### src/rtl/vram_arbiter.sv
// vram_arbiter: sole owner of the single-port 2048x16 colour video RAM.
// Merges scan-out character fetches with byte-wide CPU reads and posted writes.
//
// Ports
//   CLK, RESET_N          clock, asynchronous active-low reset
//   VID_REQ/VID_ADDR      1-cycle fetch strobe and cell address from scan-out
//   VID_DATA              fetched {attr,char}, held until the next fetch returns
//   CPU_ADDR              [ADDR_W]=plane (0 char, 1 attr), [ADDR_W-1:0]=cell
//   CPU_WDATA             write byte
//   CPU_WR/CPU_RD         level requests, held until accepted with CPU_READY
//   CPU_READY             request accepted when (CPU_WR|CPU_RD)&CPU_READY
//   CPU_RDATA/CPU_RVALID  read byte and its 1-cycle return pulse
//   RAM_ADDR/RAM_WDATA    registered RAM address and write data
//   RAM_BE/RAM_WE         registered byte enables ([0]=char) and write strobe
//   RAM_RDATA             RAM read data, one cycle after the address
module vram_arbiter #(
    parameter int ADDR_W     = 11,
    parameter int FIFO_DEPTH = 4
) (
    input  logic              CLK,
    input  logic              RESET_N,
    input  logic              VID_REQ,
    input  logic [ADDR_W-1:0] VID_ADDR,
    output logic [15:0]       VID_DATA,
    input  logic [ADDR_W:0]   CPU_ADDR,
    input  logic [7:0]        CPU_WDATA,
    input  logic              CPU_WR,
    input  logic              CPU_RD,
    output logic              CPU_READY,
    output logic [7:0]        CPU_RDATA,
    output logic              CPU_RVALID,
    output logic [ADDR_W-1:0] RAM_ADDR,
    output logic [15:0]       RAM_WDATA,
    output logic [1:0]        RAM_BE,
    output logic              RAM_WE,
    input  logic [15:0]       RAM_RDATA
);

    localparam int PW = $clog2(FIFO_DEPTH);
    // FIFO entry: {plane, cell, byte}
    localparam int EW = ADDR_W + 1 + 8;

    localparam logic [1:0] SLOT_IDLE = 2'd0;
    localparam logic [1:0] SLOT_VID  = 2'd1;
    localparam logic [1:0] SLOT_WR   = 2'd2;
    localparam logic [1:0] SLOT_RD   = 2'd3;

    logic [EW-1:0]     fifo_mem [FIFO_DEPTH];
    logic [PW:0]       wr_ptr;
    logic [PW:0]       rd_ptr;
    logic              fifo_empty;
    logic              fifo_full;
    logic [EW-1:0]     head;
    logic              head_plane;
    logic [ADDR_W-1:0] head_addr;
    logic [7:0]        head_data;

    logic              rd_pend;
    logic              rd_issued;
    logic              rd_plane;
    logic [ADDR_W-1:0] rd_addr;

    logic [1:0]        slot;
    logic              wr_acc;
    logic              rd_acc;

    logic              vid_s1;
    logic              vid_s2;
    logic              cpu_s1;
    logic              cpu_s2;

    // Extra pointer MSB separates full from empty when the indices match.
    assign fifo_empty = (wr_ptr == rd_ptr);
    assign fifo_full  = (wr_ptr[PW] != rd_ptr[PW]) &&
                        (wr_ptr[PW-1:0] == rd_ptr[PW-1:0]);

    assign head       = fifo_mem[rd_ptr[PW-1:0]];
    assign head_plane = head[EW-1];
    assign head_addr  = head[EW-2:8];
    assign head_data  = head[7:0];

    // A pending read blocks everything until its data has been returned,
    // so later writes can never overtake it.
    assign CPU_READY = !fifo_full && !rd_pend;
    assign wr_acc    = CPU_WR && CPU_READY;
    // Simultaneous WR+RD: the write goes first, the read stays requested.
    assign rd_acc    = CPU_RD && !CPU_WR && CPU_READY;

    always_comb begin
        slot = SLOT_IDLE;
        if (VID_REQ) begin
            slot = SLOT_VID;
        end else if (!fifo_empty) begin
            slot = SLOT_WR;
        end else if (rd_pend && !rd_issued) begin
            slot = SLOT_RD;
        end
    end

    // Storage only; emptiness is tracked by the pointers.
    always_ff @(posedge CLK) begin
        if (wr_acc) begin
            fifo_mem[wr_ptr[PW-1:0]] <= {CPU_ADDR, CPU_WDATA};
        end
    end

    always_ff @(posedge CLK or negedge RESET_N) begin
        if (!RESET_N) begin
            wr_ptr <= '0;
            rd_ptr <= '0;
        end else begin
            if (wr_acc) begin
                wr_ptr <= wr_ptr + 1'b1;
            end
            if (slot == SLOT_WR) begin
                rd_ptr <= rd_ptr + 1'b1;
            end
        end
    end

    always_ff @(posedge CLK or negedge RESET_N) begin
        if (!RESET_N) begin
            rd_pend   <= 1'b0;
            rd_issued <= 1'b0;
            rd_plane  <= 1'b0;
            rd_addr   <= '0;
        end else begin
            if (rd_acc) begin
                rd_pend  <= 1'b1;
                rd_plane <= CPU_ADDR[ADDR_W];
                rd_addr  <= CPU_ADDR[ADDR_W-1:0];
            end
            if (slot == SLOT_RD) begin
                rd_issued <= 1'b1;
            end
            // Held through the return pulse so READY rises the cycle after.
            if (CPU_RVALID) begin
                rd_pend   <= 1'b0;
                rd_issued <= 1'b0;
            end
        end
    end

    always_ff @(posedge CLK or negedge RESET_N) begin
        if (!RESET_N) begin
            RAM_ADDR  <= '0;
            RAM_WDATA <= '0;
            RAM_BE    <= '0;
            RAM_WE    <= 1'b0;
        end else begin
            RAM_WE <= 1'b0;
            RAM_BE <= 2'b00;
            unique case (slot)
                SLOT_VID: begin
                    RAM_ADDR <= VID_ADDR;
                end
                SLOT_WR: begin
                    RAM_ADDR  <= head_addr;
                    RAM_WDATA <= {head_data, head_data};
                    RAM_BE    <= head_plane ? 2'b10 : 2'b01;
                    RAM_WE    <= 1'b1;
                end
                SLOT_RD: begin
                    RAM_ADDR <= rd_addr;
                end
                default: begin
                end
            endcase
        end
    end

    // Return pipeline: slot -> address on RAM -> data from RAM -> output.
    always_ff @(posedge CLK or negedge RESET_N) begin
        if (!RESET_N) begin
            vid_s1     <= 1'b0;
            vid_s2     <= 1'b0;
            cpu_s1     <= 1'b0;
            cpu_s2     <= 1'b0;
            VID_DATA   <= '0;
            CPU_RDATA  <= '0;
            CPU_RVALID <= 1'b0;
        end else begin
            vid_s1     <= (slot == SLOT_VID);
            vid_s2     <= vid_s1;
            cpu_s1     <= (slot == SLOT_RD);
            cpu_s2     <= cpu_s1;
            CPU_RVALID <= cpu_s2;
            if (vid_s2) begin
                VID_DATA <= RAM_RDATA;
            end
            if (cpu_s2) begin
                CPU_RDATA <= rd_plane ? RAM_RDATA[15:8] : RAM_RDATA[7:0];
            end
        end
    end

endmodule

### config.mk
export PLATFORM = sky130hd
export DESIGN_NAME = vram_arbiter
export DESIGN_NICKNAME = d
export VERILOG_FILES = /design/src/rtl/vram_arbiter.sv
export SDC_FILE = /design/constraint.sdc
export NUM_CORES = 1
export LEC_CHECK = 0
export BUFFER_PORTS_ARGS = -buffer_cell sky130_fd_sc_hd__buf_2
export CAP_MARGIN = 25
export CORE_UTILIZATION = 35
export CTS_BUF_LIST = sky130_fd_sc_hd__clkbuf_2
export DETAILED_ROUTE_END_ITERATION = 12
export PLACE_DENSITY = 0.51
export SETUP_SLACK_MARGIN = 0.3
export SYNTH_ARGS = -nofsm -noshare
export SYNTH_HDL_FRONTEND = slang
export SYNTH_SLANG_ARGS = --single-unit
### constraint.sdc
create_clock -name CLK -period 2.25 [get_ports CLK]
set_input_delay 0.3375 -clock CLK [delete_from_list [all_inputs] [get_ports CLK]]
set_output_delay 0.3375 -clock CLK [all_outputs]
set_load 0.01 [all_outputs]
# Word level (Yosys, flattened, before mapping)
# Memory sizes are Yosys's and may differ from the RTL's.
# Index checks and enable logic that the tools add are counted.
[totals] ramBits=80 romBits=0 latch_bits=0 n_memories=1 regBits=79 elab_cells=53
[mem_list] memory="fifo_mem" depth=4 width=20 rd=1 rd_ports_with_merged_regs=0 wr=1 line_no="48" source="logic [EW-1:0] fifo_mem [FIFO_DEPTH];"
[op_classes] addsub=2 mul=0 mux=14 shift=0 n_lt_le_gt_ge=0 div_mod_pow=0 bitwise_logic=0 n_eq_ne=6 n_reduce_logical=13
[op_table] operator="11-bit case mux with 3 select lines" count=1
[op_table] operator="2-bit two-way mux" count=5
[op_table] operator="8-bit two-way mux" count=1
[op_table] operator="1-bit two-way mux" count=7
[op_table] operator="3-bit by 1-bit adder with 3-bit output, second input constant" count=2
[op_table] operator="1-bit logical AND" count=6
[op_table] operator="2-bit equality test, second input constant" count=2
[op_table] operator="1-bit logical NOT" count=4
[op_table] operator="2-bit nonzero test" count=2
[op_table] operator="3-bit equality test" count=1
[op_table] operator="3-bit nonzero test" count=1
[op_table] operator="2-bit by 1-bit equality test with 1-bit output, second input constant" count=1
[op_table] operator="2-bit equality test" count=1
[op_table] operator="1-bit inequality test" count=1

# Depth between registers and ports, before layout
[depth] depth_word=8 depth_mapped=5

# Worst setup path before layout
# Ideal clock, no wire load.
[synth_path] kind="flip-flop to flip-flop" start="register rd_ptr[0]" end="memory fifo_mem[3][0] (netlist bit), enable pin" setup_slack_ns=0.125 path_stages_with_launch=4 arrival_ns=1.746 required_ns=1.870 path_buffers=0 setup_time_ns=0.380 path_cell_list="dfrtp_1 > xnor2_2 > a31oi_1 > and3_1"
[synth_via] elab_chain_cells=7
[synth_rtl] item="start: declaration" line_no="50" source="logic [PW:0] rd_ptr;"
[synth_rtl] item="start signal: assignment" line_no="116" source="rd_ptr <= rd_ptr + 1'b1;"
[synth_rtl] item="2-bit equality test" line_no="75" source="(wr_ptr[PW-1:0] == rd_ptr[PW-1:0]);"
[synth_rtl] item="1-bit logical AND" line_no="74" source="assign fifo_full = (wr_ptr[PW] != rd_ptr[PW]) &&"
[synth_rtl] item="1-bit logical NOT" line_no="84" source="assign CPU_READY = !fifo_full && !rd_pend;"
[synth_rtl] item="1-bit logical AND" line_no="84"
[synth_rtl] item="net CPU_READY" line_no="29" source="output logic CPU_READY,"
[synth_rtl] item="1-bit logical AND" line_no="85" source="assign wr_acc = CPU_WR && CPU_READY;"
[synth_rtl] item="1-bit two-way mux" line_no="102" source="if (wr_acc) begin"
[synth_rtl] item="1-bit two-way mux (not written as such)" line_no="103" source="fifo_mem[wr_ptr[PW-1:0]] <= {CPU_ADDR, CPU_WDATA};"
[synth_rtl] item="end: declaration" line_no="48"
# The timed path passes the listed nets, and every way through them passes these cells.

# Final worst setup path
[layout_path] start="register wr_ptr[1]" end="output port CPU_READY"
[layout_via] elab_chain_cells=4
[layout_rtl] item="start: declaration" line_no="49" source="logic [PW:0] wr_ptr;"
[layout_rtl] item="start signal: assignment" line_no="113" source="wr_ptr <= wr_ptr + 1'b1;"
[layout_rtl] item="2-bit equality test" line_no="75"
[layout_rtl] item="1-bit logical AND" line_no="74"
[layout_rtl] item="1-bit logical NOT" line_no="84"
[layout_rtl] item="1-bit logical AND" line_no="84"
[layout_rtl] item="end: declaration" line_no="29"
# Every way passes these cells.

==> results.md <==
* Fin nets at 588
* Worst setup SP type: flop
* Final clock skew at roughly 40 ps
* RR Startpoint: rd_ptr[0]$_DFFE_PN0N_
* Most frequent cells in the layout: buf_2, edfxtp_1, dfrtp_1, dlygate4sd3_1, mux2_2
* Clock root cell: clkbuf_2
* Fill count at ~1500
* Vias in the first global route at about 3700
* Final Hold Vio Count at 0
* Cell taking the most area after synthesis: edfxtp_1
* Final setup viols at 0
* Crit end category: primary output
* Pleak at roughly 0.0032 µW
* Synthesized area per cell at 17.1 µm²
* Worst path required time at 1910 ps
* Top-area cell type share of the netlist area at between 30% and 40%
* Count of input and output buffers at ~110
* EDFF count, synth at 80
* Gate Count Post-Synth at between 300 and 400
* Main synth FF type: edfxtp_1
* DIE AREA at around 18000 µm²
* Synth cell types at 33
* Worst VDD drop at between 0.4 and 0.5 mV
* Routed Antenna Nets at 0
* CP Class: reg -> out
* Syn Nets at about 410
* Leading cell type in the layout, fill and taps excluded: buf_2
* Min Tclk post-route at around 2100 ps
* DP HPWL at just over 8000 µm
* Pwr Density at around 1200 nW/µm²
* Slew Limit Fails at 0
* Clock slew seen by the registers of the worst setup and hold paths at ~230 ps
* Final TNS setup at 0 ps
* CTS H-Tree Depth at 4
* 1st-pass router iterations at 4
* Layout cells sized above 1 at between 40 and 50%
* CTS buffer count at 17
* Average wire per standard cell at between 15 and 20 µm
* # clock sinks at approximately 150
* Fmax at 0.477 GHz
* DR iter-0 viols at ~130
* Synthesis Warnings at 0
* Maxcap violations at 0
* RSZ-0062 raised after global routing: yes
* Async SR Flop Fraction at between 40% and 50%
* Row count at 47
* Residual DRC at 0
* Least-Margin Pin Slew at 667 ps
* HP Class: in -> async
* Cell area after synthesis at between 6000 and 7000 µm²
* Syn-to-layout area delta at 30.8%
* Die height at approximately 130 µm
* Antenna violations before repair at 1
* TritonCTS clock tree: built
* Total power at approximately 9600 µW
* GRT Total Usage at roughly 16%
* Clk_lat worst skew at 690 ps
* Worst Path Arrival at approximately 1800 ps
* Via count at about 3600
* GP Congestion at 0.684
* Synth Register Bits at ~150
* Status: finished, final reports clean
* Synth area leaders: edfxtp_1, dfrtp_1, mux4_2, mux2_2, o221a_2
* Register area share after synthesis at between 60% and 70%
* Core area at between 15000 and 20000 µm²
* Setup slack, reg-to-reg at about 390 ps
* Initial core utilization at between 30% and 40%
* Fin crit share at between 90% and 100%
* Top-Level Pins at approximately 110
* Crit path max fanout at 2
* Max Buffers Root-to-Sink at 2
* Worst Setup SP: wr_ptr[1]$_DFFE_PN0P_
* Slew HR at roughly 56%
* Gr ovfl total at 0
* Global-route wire length before repair at about 20000 µm
* Die Span X at 133 µm
* Largest net degree at the start of global routing at 31
* DR vias/cell at about 4.7
* DRT Wirelength at around 13000 µm
==> cell type report <==
type                    instances  area, µm²  area share, %
well taps                     220        275           3.50
diodes                          1       2.50         0.0318
flip-flops and latches        151       4180           53.1
clock buffers                  17       85.1           1.08
inverters                       4       15.0          0.191
multi-input cells             169       1700           21.6
repair buffers                188       1360           17.3
clock inverters                15        248           3.15
==> logic make-up after synthesis <==
| logic type | Yosys count | synth area share, % |
|---|---|---|
| fa+ha+maj | 5 | 1.04 |
| xor+xnor | 8 | 1.41 |
| mux | 66 | 16.0 |
| buf+inv | 32 | 2.83 |
| simple gates | 46 | 3.76 |
| compound gates | 44 | 5.55 |
| flops | 151 | 69.4 |
==> Yosys cell counts, drive strengths merged, types with 3 or more instances <==
cell type,n
a21oi,18
a31oi,12
and3,5
buf,16
clkbuf,12
dfrtp,71
edfxtp,80
ha,5
inv,4
mux2,37
mux2i,9
mux4,20
nand2,4
nand2b,12
nor2,21
o221a,10
xnor2,5
xor2,3
==> registers in the layout, indices dropped and copies added, names as in the netlist, 2 cells and up <==
signal / count
VID_DATA: 16
CPU_RDATA: 8
wr_ptr: 3
RAM_ADDR: 11
RAM_BE: 2
fifo_mem: 80
rd_ptr: 3
RAM_WDATA: 8
rd_addr: 11
==> timing repair <==
action	4_1_cts	5_1_grt
hold endpoints to repair	200	0
hold buffers	50	0
gates cloned	0	1
setup buffers	8	0
setup endpoints to repair	18	8
resized for setup	8	4
pin swaps	3	0
==> worst max-delay path, cell delays in order, from the launching register on <==
cell	delay [ps]
dfrtp_2	490
xnor2_4	170
a31oi_4	220
buf_6	130
buf_6	90
==> path summary, 6_finish.rpt <==
path                       cells after the start                      end
setup / recovery                               4                CPU_READY
hold / removal                                 2  RAM_ADDR[4]$_DFFE_PN0P_
max in group asynchronous                      3  VID_DATA[9]$_DFFE_PN0P_
min in group CLK                               6   rd_addr[9]$_DFFE_PN0P_
hold reg to reg                                0         cpu_s2$_DFF_PN0_
setup reg to reg                               6  RAM_ADDR[6]$_DFFE_PN0P_
==> stage by stage <==
stage          hold WS [ps]  area (µm²)  cells  utilization, %  setup WS (ps)
3_3_place_gp            309        6900    673            41.3            305
6_report               96.0        7870    765            47.1            153
3_5_place_dp            309        6900    673            41.3            263
4_1_cts                24.9        7840    763            46.9           71.0
2_1_floorplan          41.9        6020    352               -            344
5_1_grt                28.6        7870    765            47.1           27.8
==> per-layer routing <==
| layer | share of wire [%] | global-route usage [%] | wire, µm |
|---|---|---|---|
| met2 | 47 | 24.6 | 6080 |
| met3 | 4.8 | 3.92 | 621 |
| met4 | 1.3 | 5.11 | 170 |
| met5 | 0 | 0 | 0 |
| met1 | 47 | 21.0 | 6050 |
==> power by group <==
| part | total, µW | switching [µW] | internal, µW |
|---|---|---|---|
| sequential | 3970 | 399 | 3580 |
| combinational | 3690 | 1830 | 1850 |
| clock | 1920 | 964 | 958 |
| total | 9590 | 3200 | 6390 |
(Power assumes the default switching activity.)
